==> src/rtl/ps2_kb_receiver.sv <==
// PS/2 keyboard receiver: synchronises and filters the raw PS/2 pins,
// deserialises 11-bit frames, folds E0/F0 prefixes into flags and queues
// complete key events in a show-ahead FIFO for the IO keyboard path.
module ps2_kb_receiver #(
    parameter int FIFO_DEPTH     = 8,
    parameter int FILTER_LEN     = 4,
    parameter int TIMEOUT_CYCLES = 50000
) (
    input  logic                          Fast_Clock,
    input  logic                          Raw_Reset_I,
    input  logic                          KB_Clk,
    input  logic                          KB_Data,
    input  logic                          Pop,
    output logic                          Key_Valid,
    output logic [7:0]                    Key_Code,
    output logic                          Key_Release,
    output logic                          Key_Extended,
    output logic [$clog2(FIFO_DEPTH):0]   Fifo_Count,
    output logic                          Overflow,
    output logic                          Frame_Err
);

    localparam int PW = $clog2(FIFO_DEPTH);
    localparam int CW = PW + 1;
    localparam int FW = $clog2(FILTER_LEN + 1);
    localparam int TW = $clog2(TIMEOUT_CYCLES + 1);

    typedef struct packed {
        logic       ext;
        logic       rel;
        logic [7:0] code;
    } key_ev_t;

    typedef enum logic [1:0] {IDLE, DATA, PARITY, STOP} state_t;

    logic [1:0]    clk_sync, dat_sync;
    logic          clk_s, dat_s;
    logic          filt_clk, filt_prev;
    logic [FW-1:0] filt_cnt;
    logic          sample;

    state_t        state, state_nxt;
    logic [2:0]    bit_cnt;
    logic [7:0]    shreg;
    logic          par_bit;
    logic [TW-1:0] to_cnt;
    logic          timeout, byte_done, err_nxt;

    logic          rel_pend, ext_pend;
    logic          push_req, do_push, do_pop, drop, full;
    key_ev_t       mem [FIFO_DEPTH];
    key_ev_t       head;
    logic [PW-1:0] wptr, rptr;
    logic [CW-1:0] count;

    assign clk_s = clk_sync[1];
    assign dat_s = dat_sync[1];

    // Two-flop synchronisers; idle-high so reset does not fake a clock edge.
    always_ff @(posedge Fast_Clock or negedge Raw_Reset_I) begin
        if (!Raw_Reset_I) begin
            clk_sync <= 2'b11;
            dat_sync <= 2'b11;
        end else begin
            clk_sync <= {clk_sync[0], KB_Clk};
            dat_sync <= {dat_sync[0], KB_Data};
        end
    end

    // Glitch filter: follow the synced clock only after FILTER_LEN differing samples in a row.
    always_ff @(posedge Fast_Clock or negedge Raw_Reset_I) begin
        if (!Raw_Reset_I) begin
            filt_clk  <= 1'b1;
            filt_prev <= 1'b1;
            filt_cnt  <= '0;
        end else begin
            filt_prev <= filt_clk;
            if (clk_s == filt_clk) begin
                filt_cnt <= '0;
            end else if (filt_cnt == FW'(FILTER_LEN - 1)) begin
                filt_clk <= clk_s;
                filt_cnt <= '0;
            end else begin
                filt_cnt <= filt_cnt + 1'b1;
            end
        end
    end

    assign sample  = filt_prev & ~filt_clk;
    assign timeout = (state != IDLE) && !sample && (to_cnt == TW'(TIMEOUT_CYCLES - 1));

    // Frame FSM next-state: timeout has priority and abandons the partial byte.
    always_comb begin
        state_nxt = state;
        byte_done = 1'b0;
        err_nxt   = 1'b0;
        if (timeout) begin
            state_nxt = IDLE;
            err_nxt   = 1'b1;
        end else if (sample) begin
            case (state)
                IDLE:   if (dat_s) err_nxt = 1'b1;
                        else       state_nxt = DATA;
                DATA:   if (bit_cnt == 3'd7) state_nxt = PARITY;
                PARITY: state_nxt = STOP;
                STOP: begin
                    state_nxt = IDLE;
                    if (dat_s && (^{shreg, par_bit})) byte_done = 1'b1;
                    else                              err_nxt   = 1'b1;
                end
                default: state_nxt = IDLE;
            endcase
        end
    end

    // FSM state, shift register, parity capture and inter-sample timeout counter.
    always_ff @(posedge Fast_Clock or negedge Raw_Reset_I) begin
        if (!Raw_Reset_I) begin
            state     <= IDLE;
            bit_cnt   <= '0;
            shreg     <= '0;
            par_bit   <= 1'b0;
            to_cnt    <= '0;
            Frame_Err <= 1'b0;
        end else begin
            state     <= state_nxt;
            Frame_Err <= err_nxt;
            if (state == IDLE || sample) to_cnt <= '0;
            else                         to_cnt <= to_cnt + 1'b1;
            if (sample && !timeout) begin
                if (state == IDLE) bit_cnt <= '0;
                if (state == DATA) begin
                    shreg   <= {dat_s, shreg[7:1]};
                    bit_cnt <= bit_cnt + 1'b1;
                end
                if (state == PARITY) par_bit <= dat_s;
            end
        end
    end

    assign push_req = byte_done && (shreg != 8'hF0) && (shreg != 8'hE0);
    assign full     = (count == CW'(FIFO_DEPTH));
    assign do_pop   = Pop && Key_Valid;
    assign do_push  = push_req && (!full || do_pop);
    assign drop     = push_req && full && !do_pop;

    // Prefix flags; any non-prefix byte (pushed or dropped) consumes them.
    always_ff @(posedge Fast_Clock or negedge Raw_Reset_I) begin
        if (!Raw_Reset_I) begin
            rel_pend <= 1'b0;
            ext_pend <= 1'b0;
            Overflow <= 1'b0;
        end else begin
            if (drop) Overflow <= 1'b1;
            if (byte_done) begin
                if (shreg == 8'hF0) begin
                    rel_pend <= 1'b1;
                end else if (shreg == 8'hE0) begin
                    ext_pend <= 1'b1;
                end else begin
                    rel_pend <= 1'b0;
                    ext_pend <= 1'b0;
                end
            end
        end
    end

    // FIFO storage; contents need no reset since outputs are gated by count.
    always_ff @(posedge Fast_Clock) begin
        if (do_push) mem[wptr] <= '{ext: ext_pend, rel: rel_pend, code: shreg};
    end

    // FIFO pointers and occupancy; pointers wrap naturally at power-of-two depth.
    always_ff @(posedge Fast_Clock or negedge Raw_Reset_I) begin
        if (!Raw_Reset_I) begin
            wptr  <= '0;
            rptr  <= '0;
            count <= '0;
        end else begin
            if (do_push) wptr <= wptr + 1'b1;
            if (do_pop)  rptr <= rptr + 1'b1;
            case ({do_push, do_pop})
                2'b10:   count <= count + 1'b1;
                2'b01:   count <= count - 1'b1;
                default: count <= count;
            endcase
        end
    end

    assign Key_Valid    = (count != '0);
    assign head         = Key_Valid ? mem[rptr] : '0;
    assign Key_Code     = head.code;
    assign Key_Release  = head.rel;
    assign Key_Extended = head.ext;
    assign Fifo_Count   = count;

endmodule

==> config.mk <==
export PLATFORM = sky130hd
export DESIGN_NAME = ps2_kb_receiver
export DESIGN_NICKNAME = d
export VERILOG_FILES = /design/src/rtl/ps2_kb_receiver.sv
export SDC_FILE = /design/constraint.sdc
export NUM_CORES = 1
export LEC_CHECK = 0
export CAP_MARGIN = 30
export CELL_PAD_IN_SITES_DETAIL_PLACEMENT = 1
export CELL_PAD_IN_SITES_GLOBAL_PLACEMENT = 1
export CORE_MARGIN = 2
export CORE_UTILIZATION = 45
export DETAILED_ROUTE_END_ITERATION = 16
export GPL_TIMING_DRIVEN = 0
export HOLD_SLACK_MARGIN = 0.05
export PLACE_DENSITY_LB_ADDON = 0.1
export REMOVE_ABC_BUFFERS = 1
export SKIP_LAST_GASP = 1
export SYNTH_ARGS = -nofsm -noshare
export SYNTH_HDL_FRONTEND = slang
export SYNTH_SLANG_ARGS = --single-unit
==> constraint.sdc <==
create_clock -name Fast_Clock -period 9.4 [get_ports Fast_Clock]
set_clock_uncertainty 0.2 [all_clocks]
set_input_delay 2.82 -clock Fast_Clock [delete_from_list [all_inputs] [get_ports Fast_Clock]]
set_output_delay 2.82 -clock Fast_Clock [all_outputs]
set_load 0.1 [all_outputs]
==> results of run 1 <==
-- cell type report --
class,instances,area (µm²),area share
Sequential cell,133,3740,0.556
Clock buffer,28,507,0.0753
Multi-Input combinational cell,203,1830,0.273
Inverter,7,26.3,0.00391
Tap cell,168,210,0.0313
Clock inverter,4,73.8,0.0110
Timing Repair Buffer,32,338,0.0502
-- metrics by stage --
step / power [mW] / std cells / utilization / hold slack (ps) / instance area, µm²
6_report: 2.33 / 575 / 0.555 / 155 / 6730
5_1_grt: 2.45 / 575 / 0.555 / 158 / 6730
4_1_cts: 2.37 / 575 / 0.555 / 155 / 6730
3_5_place_dp: 1.72 / 543 / 0.507 / 147 / 6150
3_3_place_gp: 1.68 / 532 / 0.495 / 146 / 6000
2_1_floorplan: 1.49 / 343 / - / 145 / 5580
-- worst paths after layout --
kind / from / to / cells past startpoint
setup / recovery: rptr[0] / Key_Code[1] / 4
hold / removal: dat_sync[0] / dat_sync[1] / 0
setup reg to reg: shreg[2] / Fifo_Count[2] / 11
hold reg to reg: dat_sync[0] / dat_sync[1] / 0
max in group asynchronous: Raw_Reset_I / dat_sync[0] / 2
min in group asynchronous: Raw_Reset_I / rptr[2] / 1
-- critical path, delay by kind of cell (launching register included) --
family                 cells  cell delay, ps
AND/OR/NAND/NOR            1              60
buffers and inverters      1             960
multiplexers               2             790
flip-flops                 1             870
-- cells in the final DEF, fill, tap and decap left out, types with 2 or more instances in the layout --
master	count
a21oi_1	6
a31o_2	2
a31oi_1	2
a32o_1	3
and3_1	4
buf_6	8
bufinv_16	2
clkbuf_1	7
clkbuf_16	17
clkbuf_8	4
clkdlybuf4s50_1	20
dfrtp_1	46
dfstp_2	6
edfxtp_1	80
ha_1	13
inv_1	7
mux2_2	11
mux2i_1	12
mux4_2	20
nand2_1	14
nand2b_1	4
nand3_1	5
nand4_1	6
nand4b_1	2
nor2_1	38
nor2b_1	6
nor3_1	2
nor3_2	2
nor3b_1	3
o21ai_0	3
xnor2_1	14
xor2_1	14
-- per-layer routing --
layer  part of all wire  wire length, µm  up-vias  track usage
met5                  0                0        -            0
met4              0.020              214        0       0.0833
met3              0.024              262       16       0.0424
met2               0.51             5480       38        0.310
met1               0.45             4860     1557        0.231
li1                   -                -     1405            -
-- state kept, by name, summed over array words and instances (netlist names), 2 cells and up --
signal / flops
mem: 80
to_cnt: 16
shreg: 8
Fifo_Count: 4
bit_cnt: 3
filt_cnt: 3
rptr: 3
wptr: 3
clk_sync: 2
dat_sync: 2
state: 2
-- logic make-up after synthesis --
logic type,count (synthesis),share of synthesized area
adder cells (fa/ha/maj),13,0.0289
XOR/XNOR,31,0.0557
buffers and inverters,17,0.0118
AO/OA/AOI/OAI,21,0.0278
multiplexers,44,0.126
AND/OR/NAND/NOR,94,0.0848
flip-flops,133,0.665
-- power by group --
group          switching (mW)  total (mW)  internal [mW]
Sequential              0.138       0.843          0.705
Combinational           0.544       0.848          0.304
Clock                   0.224       0.643          0.419
Total                   0.906        2.33           1.43
==> reports/results.ini, run 1 <==
[sta]
maxSlewViolCount = 0
relSlewSlack = 0.341
fin_tns_setup_ps = 0
finalWorstSetupSlack_ps = 3270
worstMarginPinSlew_ps = 986
fin_crit_sh = 0.652
rsz0062_at_grt = no
fin_crit_ps = 6130
timing.fmax_ghz = 0.163
finalHoldViolCount = 0
finalSetupViolations = 0

[final_layout]
fill_cells = 1162
drive_gt1_frac = 0.214
antenna_cells = 0
syn2layout_area_growth_pct = 19.7
finalNetCount = 412

[cts]
cts_setup_buffers = 0
clock-sinks = 133
htreeDepth = 4
cts.root.buffer_cell = clkbuf_16
cts_tree = built
hold_buffers = 0
numCtsBuffers = 17
cts.reportedPaths.clkPinSlew_ps = 60
postCtsResizedCells = 0
clock_latency_ps = 410
clockBufferDepth = 2

[floorplanning]
die_x_um = 116
dieArea_um2 = 13400
start_util = 0.464
rows = 40
io_pins = 22
die_h_um = 116
coreArea_um2 = 12100

[setup_path]
critPathLaunchType = flop
critPathMaxStageDelay_ps = 960
crit_fanout = 22
slowest_stage = clkdlybuf4s50_1
r2r_slack_ps = 6050
worst-setup-path-type = reg -> out
critPathArrivalTime_ps = 3110
required_ps = 6380
endpoint_kind = primary output
path_cells = mux4_2 -> mux2i_1 -> nor2_1 -> clkdlybuf4s50_1

[synthesis]
synth_ff_type = edfxtp_1
synth_edf_count = 80
synth.avg_cell_area_um2 = 15.9
netlist.area_leader.share = 0.427
yosysUniqueCellTypes = 43
netlist_instances = 353
yosys_warnings = 0
ys_async_sr_fraction = 0.398
ys_ff_latch = 133
ys_seq_area_frac = 0.665
synthTopCellsByArea = edfxtp_1 43%, dfrtp_1 21%, mux4_2 8.0%
ys_top_cells_by_count = 80 x edfxtp_1, 47 x dfrtp_1, 38 x nor2_1
syn_area_um2 = 5620
synth.most_common_cell = edfxtp_1
yosys.area.top_type = edfxtp_1

[placed_design]
globalplace.congestion = 0.704
hpwl_mm = 7.06
dp_slack_ps = 3650
portBuffers = 21

[global_route]
grt_overflow_total = 0
grt_util_all_layers = 0.185
grt_pass1_wl_mm = 17.9
grt_max_degree = 35
antenna_found_initial = 0
first_global_vias = 3286

[detailed_routing]
first_pass_iters = 4
wl_per_cell_um = 18.8
wl_mm = 10.8
vias = 3016
drc = 0
drt_iter0_drc = 116
ant_nets = 0
viasPerCell = 5.25

[job]
cap_violations = 0

[power]
ir_worst_vdd_mv = 0.216
powerDensity_nw_per_um2 = 347
p_leak_nw = 2.55

[min_path]
hp-class = reg -> reg

[run_status]
outcome = finished, final reports clean

(Power assumes the default switching activity.)
==> run 2, diff against run 1 <==
- clock period: 9.4 -> 5.2 ns (I/O delays scaled with it)
==> results of run 2 <==
The final DEF is identical to that of run 1. Status: finished, final reports clean.
Among the figures that moved: setup slack after placement 3650 ps -> 706 ps; setup slack after layout 3270 ps -> 332 ps; register-to-register setup slack 6050 ps -> 1850 ps; total power 2.33 mW -> 4.22 mW; worst IR drop on VDD 0.216 mV -> 0.390 mV
==> run 3, diff against run 2 <==
- CTS_BUF_LIST: not set -> sky130_fd_sc_hd__clkbuf_4
- DONT_BUFFER_PORTS: not set -> 1
- PLACE_DENSITY: not set -> 0.69
- PLACE_DENSITY_LB_ADDON: 0.1 -> not set
==> reports/results.ini, run 3 (synthesis results as in run 1) <==
[detailed_routing]
ant_nets = 0  ; unchanged
drc = 0  ; unchanged
drt_iter0_drc = 136  ; +17%
wl_mm = 10.4  ; -3.5%
first_pass_iters = 4  ; unchanged
wl_per_cell_um = 18.4  ; -2.3%
vias = 2999  ; -0.56%
viasPerCell = 5.28  ; +0.66%

[floorplanning]
coreArea_um2 = 12100  ; unchanged
die_h_um = 116  ; unchanged
io_pins = 22  ; unchanged
die_x_um = 116  ; unchanged
start_util = 0.464  ; unchanged
dieArea_um2 = 13400  ; unchanged
rows = 40  ; unchanged

[cts]
postCtsResizedCells = 0  ; unchanged
cts_setup_buffers = 0  ; unchanged
clock_latency_ps = 520  ; +110 ps
clock-sinks = 133  ; unchanged
clockBufferDepth = 2  ; unchanged
numCtsBuffers = 17  ; unchanged
cts.reportedPaths.clkPinSlew_ps = 110  ; +50 ps
cts.root.buffer_cell = clkbuf_4
htreeDepth = 4  ; unchanged
hold_buffers = 0  ; unchanged
cts_tree = built

[placed_design]
portBuffers = 0  ; -100%
dp_cells = 535  ; -1.5%
globalplace.congestion = 0.727  ; +3.2%
hpwl_mm = 7.32  ; +3.7%

[job]
cap_violations = 0  ; unchanged

[final_layout]
reg_top3 = mem x80, to_cnt x16, shreg x8
regMostFlops = mem
syn2layout_area_growth_pct = 15.6
instances_no_fill = 568  ; -1.2%
drive_gt1_frac = 0.285  ; +0.0712
final_cell_mix = 80 x edfxtp_1, 47 x dfrtp_1, 28 x nor2_1
antenna_cells = 0  ; unchanged
largest_register_ffs = 80  ; unchanged
layout.cells.most_common = edfxtp_1
finalNetCount = 405  ; -1.7%

[setup_path]
critPathLaunchType = flop
crit_fanout = 7  ; -68%
worst-setup-path-type = reg -> out
required_ps = 3440
critPathArrivalTime_ps = 3010  ; -100 ps
path_cells = nor4_2 -> inv_1
endpoint_kind = primary output
slowest_stage = nor4_2
critPathMaxStageDelay_ps = 1000  ; +40 ps

[sta]
worstMarginPinSlew_ps = 1010  ; +24.5 ps
rsz0062_at_grt = no
finalSetupViolations = 0  ; unchanged
finalHoldViolCount = 0  ; unchanged
timing.fmax_ghz = 0.210
fin_crit_sh = 0.917
maxSlewViolCount = 0  ; unchanged
relSlewSlack = 0.321  ; -0.0199
fin_crit_ps = 4770

[power]
powerDensity_nw_per_um2 = 592
p_leak_nw = 2.45  ; -4.1%
ir_worst_vdd_mv = 0.280
power_mw = 3.85

[global_route]
first_global_vias = 3258  ; -0.85%
grt_overflow_total = 0  ; unchanged
grt_pass1_wl_mm = 17.2  ; -4.0%
grt_max_degree = 54  ; +54%
antenna_found_initial = 0  ; unchanged
grt_util_all_layers = 0.176  ; -0.00870

[min_path]
hp-class = reg -> reg

[run_status]
outcome = finished, final reports clean

==> run 3: power breakdown <==
group | switching, mW | internal [mW] | leakage (nW)
logic | 1.02 | 0.699 | 0.883
clock network | 0.367 | 0.244 | 0.126
registers | 0.251 | 1.27 | 1.44
==> run 3: critical path, delay by kind of cell (launching register included) <==
kind / cells / cell delay [ps]
flops: 1 / 780
simple gates: 1 / 1000
buf+inv: 1 / 710
==> run 3: path summary, 6_finish.rpt <==
path                            endpoint           from  slack [ps]  depth (start not counted)
max                            Key_Valid  Fifo_Count[3]         430                          2
min reg2reg                  dat_sync[1]    dat_sync[0]         160                          0
min in group asynchronous        wptr[2]    Raw_Reset_I         520                          0
min                          dat_sync[1]    dat_sync[0]         160                          0
max reg2reg                Fifo_Count[2]  Fifo_Count[3]        1570                          9
max in group asynchronous      filt_prev    Raw_Reset_I        4080                          0
==> run 3: through the flow <==
stage | cell area, µm² | hold WS, ps | TNS (ps) | worst slack (ps) | utilization
after global placement | 5790 | 146 | -5510 | -528 | 0.478
after floorplan | 5580 | 145 | 0 | 702 | -
final | 6490 | 164 | 0 | 434 | 0.536
after global routing | 6490 | 170 | 0 | 268 | 0.536
after CTS | 6470 | 166 | 0 | 330 | 0.534
after detailed placement | 6210 | 148 | 0 | 940 | 0.513
==> run 3: final cells by class <==
cell class | instances | area [µm²]
timing repair buffer | 25 | 409
sequential | 133 | 3740
tap | 168 | 210
multi-input combinational | 203 | 1860
clock buffer | 19 | 143
fill | 1169 | 5620
clock inverter | 13 | 111
inverter | 7 | 26.3
==> run 3: per-layer routing <==
metal | routed length, µm | share of wire | GRT usage | vias up
met3 | 312 | 0.030 | 0.0460 | 9
met1 | 4630 | 0.44 | 0.219 | 1542
met4 | 134 | 0.013 | 0.0794 | 0
met2 | 5360 | 0.51 | 0.292 | 51
li1 | - | - | - | 1397
met5 | 0 | 0 | 0 | -
